## config.mk

```make
export PLATFORM = sky130hd
export DESIGN_NAME = tcam_hit_encoder
export DESIGN_NICKNAME = d
export VERILOG_FILES = /design/src/rtl/tcam_hit_encoder.sv
export SDC_FILE = /design/constraint.sdc
export NUM_CORES = 1
export LEC_CHECK = 0
export ABC_CLOCK_PERIOD_IN_PS = 2000
export CAP_MARGIN = 20
export CORE_ASPECT_RATIO = 1.2
export CORE_MARGIN = 2
export CORE_UTILIZATION = 45
export CTS_BUF_LIST = sky130_fd_sc_hd__clkbuf_8
export DETAILED_ROUTE_END_ITERATION = 10
export PLACE_DENSITY = 0.81
export SYNTH_ARGS = -nofsm -noshare
export SYNTH_HDL_FRONTEND = slang
export SYNTH_SLANG_ARGS = --single-unit
export TNS_END_PERCENT = 20
```

## constraint.sdc

```tcl
create_clock -name clk -period 2 [get_ports clk]
set_input_delay 0.2 -clock clk [delete_from_list [all_inputs] [get_ports clk]]
set_output_delay 0.2 -clock clk [all_outputs]
set_load 0.05 [all_outputs]
```

## src/rtl/tcam_hit_encoder.sv

```systemverilog
// Serializes a TCAM match vector into a stream of matched entry indices, lowest first.
// Optional macro TCAM_HIT_COUNT_EN adds hit_count_o, the popcount of the last captured vector.
module tcam_hit_encoder #(
   parameter int N_ENTRIES = 16,
   parameter int IDX_W     = 4
) (
   input  logic                 clk,
   input  logic                 reset,
   input  logic                 hits_valid_i,
   input  logic [N_ENTRIES-1:0] hits_i,
   output logic                 idx_valid_o,
   output logic [IDX_W-1:0]     idx_o,
   input  logic                 idx_ready_i,
   output logic                 last_o,
   output logic                 miss_o,
   output logic                 drop_o,
   output logic                 busy_o
`ifdef TCAM_HIT_COUNT_EN
   ,
   output logic [IDX_W:0]       hit_count_o
`endif
);

   typedef enum logic {
      IDLE = 1'b0,
      EMIT = 1'b1
   } state_t;

   localparam logic [N_ENTRIES-1:0] ONE = N_ENTRIES'(1);

   state_t               state_q, state_d;
   logic [N_ENTRIES-1:0] pending_q, pending_d;
   logic                 miss_q, miss_d;
   logic                 drop_q, drop_d;

   logic [IDX_W-1:0]     low_idx;
   logic [N_ENTRIES-1:0] low_onehot;
   logic                 single_bit;
   logic                 handshake;

   // Scanning from the top lets the lowest set bit win.
   function automatic logic [IDX_W-1:0] lowest_idx(input logic [N_ENTRIES-1:0] v);
      logic [IDX_W-1:0] r;
      r = '0;
      for (int i = N_ENTRIES - 1; i >= 0; i--) begin
         if (v[i]) r = IDX_W'(i);
      end
      return r;
   endfunction

   function automatic logic [IDX_W:0] popcount(input logic [N_ENTRIES-1:0] v);
      logic [IDX_W:0] c;
      c = '0;
      for (int i = 0; i < N_ENTRIES; i++) begin
         c = c + (IDX_W+1)'(v[i]);
      end
      return c;
   endfunction

   assign low_idx    = lowest_idx(pending_q);
   assign low_onehot = pending_q & (~pending_q + ONE);
   // Exactly one bit set: clearing the lowest bit leaves nothing behind.
   assign single_bit = (pending_q != '0) && ((pending_q & (pending_q - ONE)) == '0);
   assign handshake  = (state_q == EMIT) && idx_ready_i;

   always_ff @(posedge clk) begin
      if (reset) begin
         state_q   <= IDLE;
         pending_q <= '0;
         miss_q    <= 1'b0;
         drop_q    <= 1'b0;
      end else begin
         state_q   <= state_d;
         pending_q <= pending_d;
         miss_q    <= miss_d;
         drop_q    <= drop_d;
      end
   end

   always_comb begin
      state_d     = state_q;
      pending_d   = pending_q;
      miss_d      = 1'b0;
      drop_d      = 1'b0;
      idx_valid_o = 1'b0;
      idx_o       = '0;
      last_o      = 1'b0;
      busy_o      = 1'b0;

      case (state_q)
         IDLE: begin
            if (hits_valid_i) begin
               if (hits_i != '0) begin
                  pending_d = hits_i;
                  state_d   = EMIT;
               end else begin
                  miss_d = 1'b1;
               end
            end
         end
         EMIT: begin
            idx_valid_o = 1'b1;
            idx_o       = low_idx;
            last_o      = single_bit;
            busy_o      = 1'b1;
            if (hits_valid_i) drop_d = 1'b1;
            if (handshake) begin
               pending_d = pending_q & ~low_onehot;
               if (single_bit) state_d = IDLE;
            end
         end
         default: begin
            state_d   = IDLE;
            pending_d = '0;
         end
      endcase
   end

   assign miss_o = miss_q;
   assign drop_o = drop_q;

`ifdef TCAM_HIT_COUNT_EN
   logic [IDX_W:0] hit_count_q, hit_count_d;

   // Only vectors accepted in IDLE count; dropped vectors leave the value alone.
   always_comb begin
      hit_count_d = hit_count_q;
      if (state_q == IDLE && hits_valid_i) hit_count_d = popcount(hits_i);
   end

   always_ff @(posedge clk) begin
      if (reset) hit_count_q <= '0;
      else       hit_count_q <= hit_count_d;
   end

   assign hit_count_o = hit_count_q;
`endif

endmodule

```

==> reports/metrics.cfg <==
[finish]
area_delta_synth_final_pct=61.10
layout.nets=248
fillerInstances=185
finish.utilization=0.7613
diodes=0
layout-drive-gt1-share=0.3304

[synth]
netlist_area_sq_um=1206
synthesis.nets=180
synth_largest_area_cell=dfxtp_1
synth-async-reset-ratio=0
syn_inst=160
synth_edf_count=0
yosysWarnings=0
synthFlopType=dfxtp_1
ys_seq_area_frac=0.3154
ys_ff_latch=19
yosysTopAreaCellShare=0.3154
synthTopCellsByCount=dfxtp_1, nand2_1, a21oi_1
syn_avg_cell_area_sq_um=7.538
ys_types=45
synth_area_leaders=dfxtp_1, a21oi_1, nand2_1, o21ai_0, nor2_1

[critical_path]
end_kind=output port
cp_max_fo=5
worstSetupStartpointType=flop
critical_path_class=reg -> out
critPathArrivalTime_ps=2260
worstPathRequired_ps=1800

[grt]
use_met3=0.04926
antenna_found_initial=0
grt_max_degree=13
top_usage_layer=met2
use_met1=0.3354
grt_pass1_wl_mm=6.893
grt_overflow_total=0
track_usage=0.2974
met2_usage=0.5362
grt_pass1_vias=1609

[sta]
min_period_ps=2459
grt_setup_unrepaired=true
period_share=1.230
worstMarginPinSlew_ps=497.2
setup_viol=3
relSlewSlack=0.6675
fmax_mhz=406.6
fin_ws_ps=-459.3
fin_skew_ps=3.607
final_max_slew_viol_count=0
fin_setup_tns_ps=-471.4
hold_violations=0

[clock_tree]
cts_tree=done
clk_pin_slew_ps=80
clock_sinks=19
clk_latency_ps=260
h-tree-depth=1
numCtsBuffers=3
cts_max_path_buffers=2
root_buffer=clkbuf_8

[drt]
detail_route.vias_per_cell=5.973
initialDrtViolationCount=67
vias=1553
wl_per_cell_um=16.73
drtAntennaViolNets=0
drc=0
dr.pass1.iters=6
routed_wl_mm=4.350

[power_and_ir_drop]
p_comb_frac=0.483
p_leak_uw=0.0007970
p_int_uw=878.8
power.share.sequential=0.317
p_clk_frac=0.199
swShare=0.3635
power_density_nw_per_um2=710.5
max-vdd-ir-drop_mv=0.4406
switching_power_uw=501.8

[die]
die_x_um=51.26
die_area_sq_um=3112
fp-row-count=20
start_util=0.4725
die_h_um=60.72
ios=29
core-area_sq_um=2552

[outcome]
violations=negative setup slack
status=finished, violations left

[place]
dpl.hpwl_mm=3.209
port_buffers=28
routabilityCongestion=0.9954

[min_path]
holdCritPathClass=in -> reg

[flow_run]
cap_violations=0

cell type report:
| cell class | instances | area (sq um) | share of cell area |
|---|---|---|---|
| multi-input cells | 124 | 794.5 | 0.4089 |
| repair buffers | 73 | 650.6 | 0.3348 |
| flip-flops and latches | 19 | 384.1 | 0.1977 |
| clock buffers | 3 | 41.29 | 0.02125 |
| well taps | 33 | 41.29 | 0.02125 |
| inverters | 7 | 26.28 | 0.01352 |
| clock inverters | 1 | 5.005 | 0.002576 |
power by group through the flow:
stage | sequential, uW | combinational (uW) | clock, uW
final | 438 | 667 | 275
after floorplan | 455 | 310 | 0
after detailed placement | 444 | 614 | 0
after global placement | 443 | 605 | 0
after global routing | 441 | 706 | 293
after CTS | 437 | 638 | 280
placed cells by master, fill, tap and decap left out, types with 4 or more instances in the layout:
cell type	synthesis	routed
clkdlybuf4s50_1	0	21
o22ai_1	4	4
o21ai_0	12	12
nand3_1	4	4
inv_1	6	6
buf_4	1	48
buf_12	0	4
a21oi_1	16	14
nor2_1	13	13
nor4_1	6	5
dfxtp_1	19	16
nand2_1	19	19
nor3_1	5	5
cells by family after synthesis:
family                     Yosys count  synth area share
buffers and inverters               17           0.05705
AOI/OAI and AO/OA                   55            0.2988
DFF                                 19            0.3153
adders and majority gates            2           0.01660
muxes                                1          0.008299
and+or+nand+nor                     66            0.3040
flip-flops by register name, indices dropped and copies added, names as in the netlist:
register and cells:
drop_o 1, miss_o 1, state_q 1, pending_q 16
critical path: stages, from the launching register on:
cell	delay [ps]
dfxtp_2	340
nor4_4	380
nand2b_2	100
or3_4	340
a221o_1	310
nor3_2	220
and2_4	190
buf_12	130
per-layer routing:
metal / vias up / share of wire
met5: - / 0
met4: 0 / 0.026
met3: 13 / 0.086
met2: 89 / 0.51
met1: 719 / 0.38
li1: 732 / -
worst paths after layout:
kind	to	from	depth (start not counted)	slack, ps
setup / recovery	last_o	pending_q[0]$_SDFFE_PP0P_	7	-460
hold reg to reg	pending_q[14]$_SDFFE_PP0P_	pending_q[14]$_SDFFE_PP0P_	2	550
setup reg to reg	state_q$_SDFF_PP0_	pending_q[0]$_SDFFE_PP0P_	7	-10
hold / removal	pending_q[2]$_SDFFE_PP0P_	hits_i[2]	3	520
metrics by stage:
stage	worst slack (ps)	cells	total power [uW]	instance area [sq um]	hold WS, ps
5_1_grt	-574.9	260	1440	1943	526.8
4_1_cts	-466.9	259	1355	1918	516.6
3_5_place_dp	-275.0	253	1058	1839	540.6
6_report	-459.3	260	1381	1943	519.5
2_1_floorplan	-168.0	160	764.8	1212	301.7
3_3_place_gp	-210.8	253	1049	1839	536.9
repair_timing:
item,4_1_cts,5_1_grt
setup endpoints to repair,4,11
hold buffers,0,0
resized for setup,8,4
setup buffers,2,1
pin swaps,5,2
Note: power is estimated with default switching activity, not from simulation.
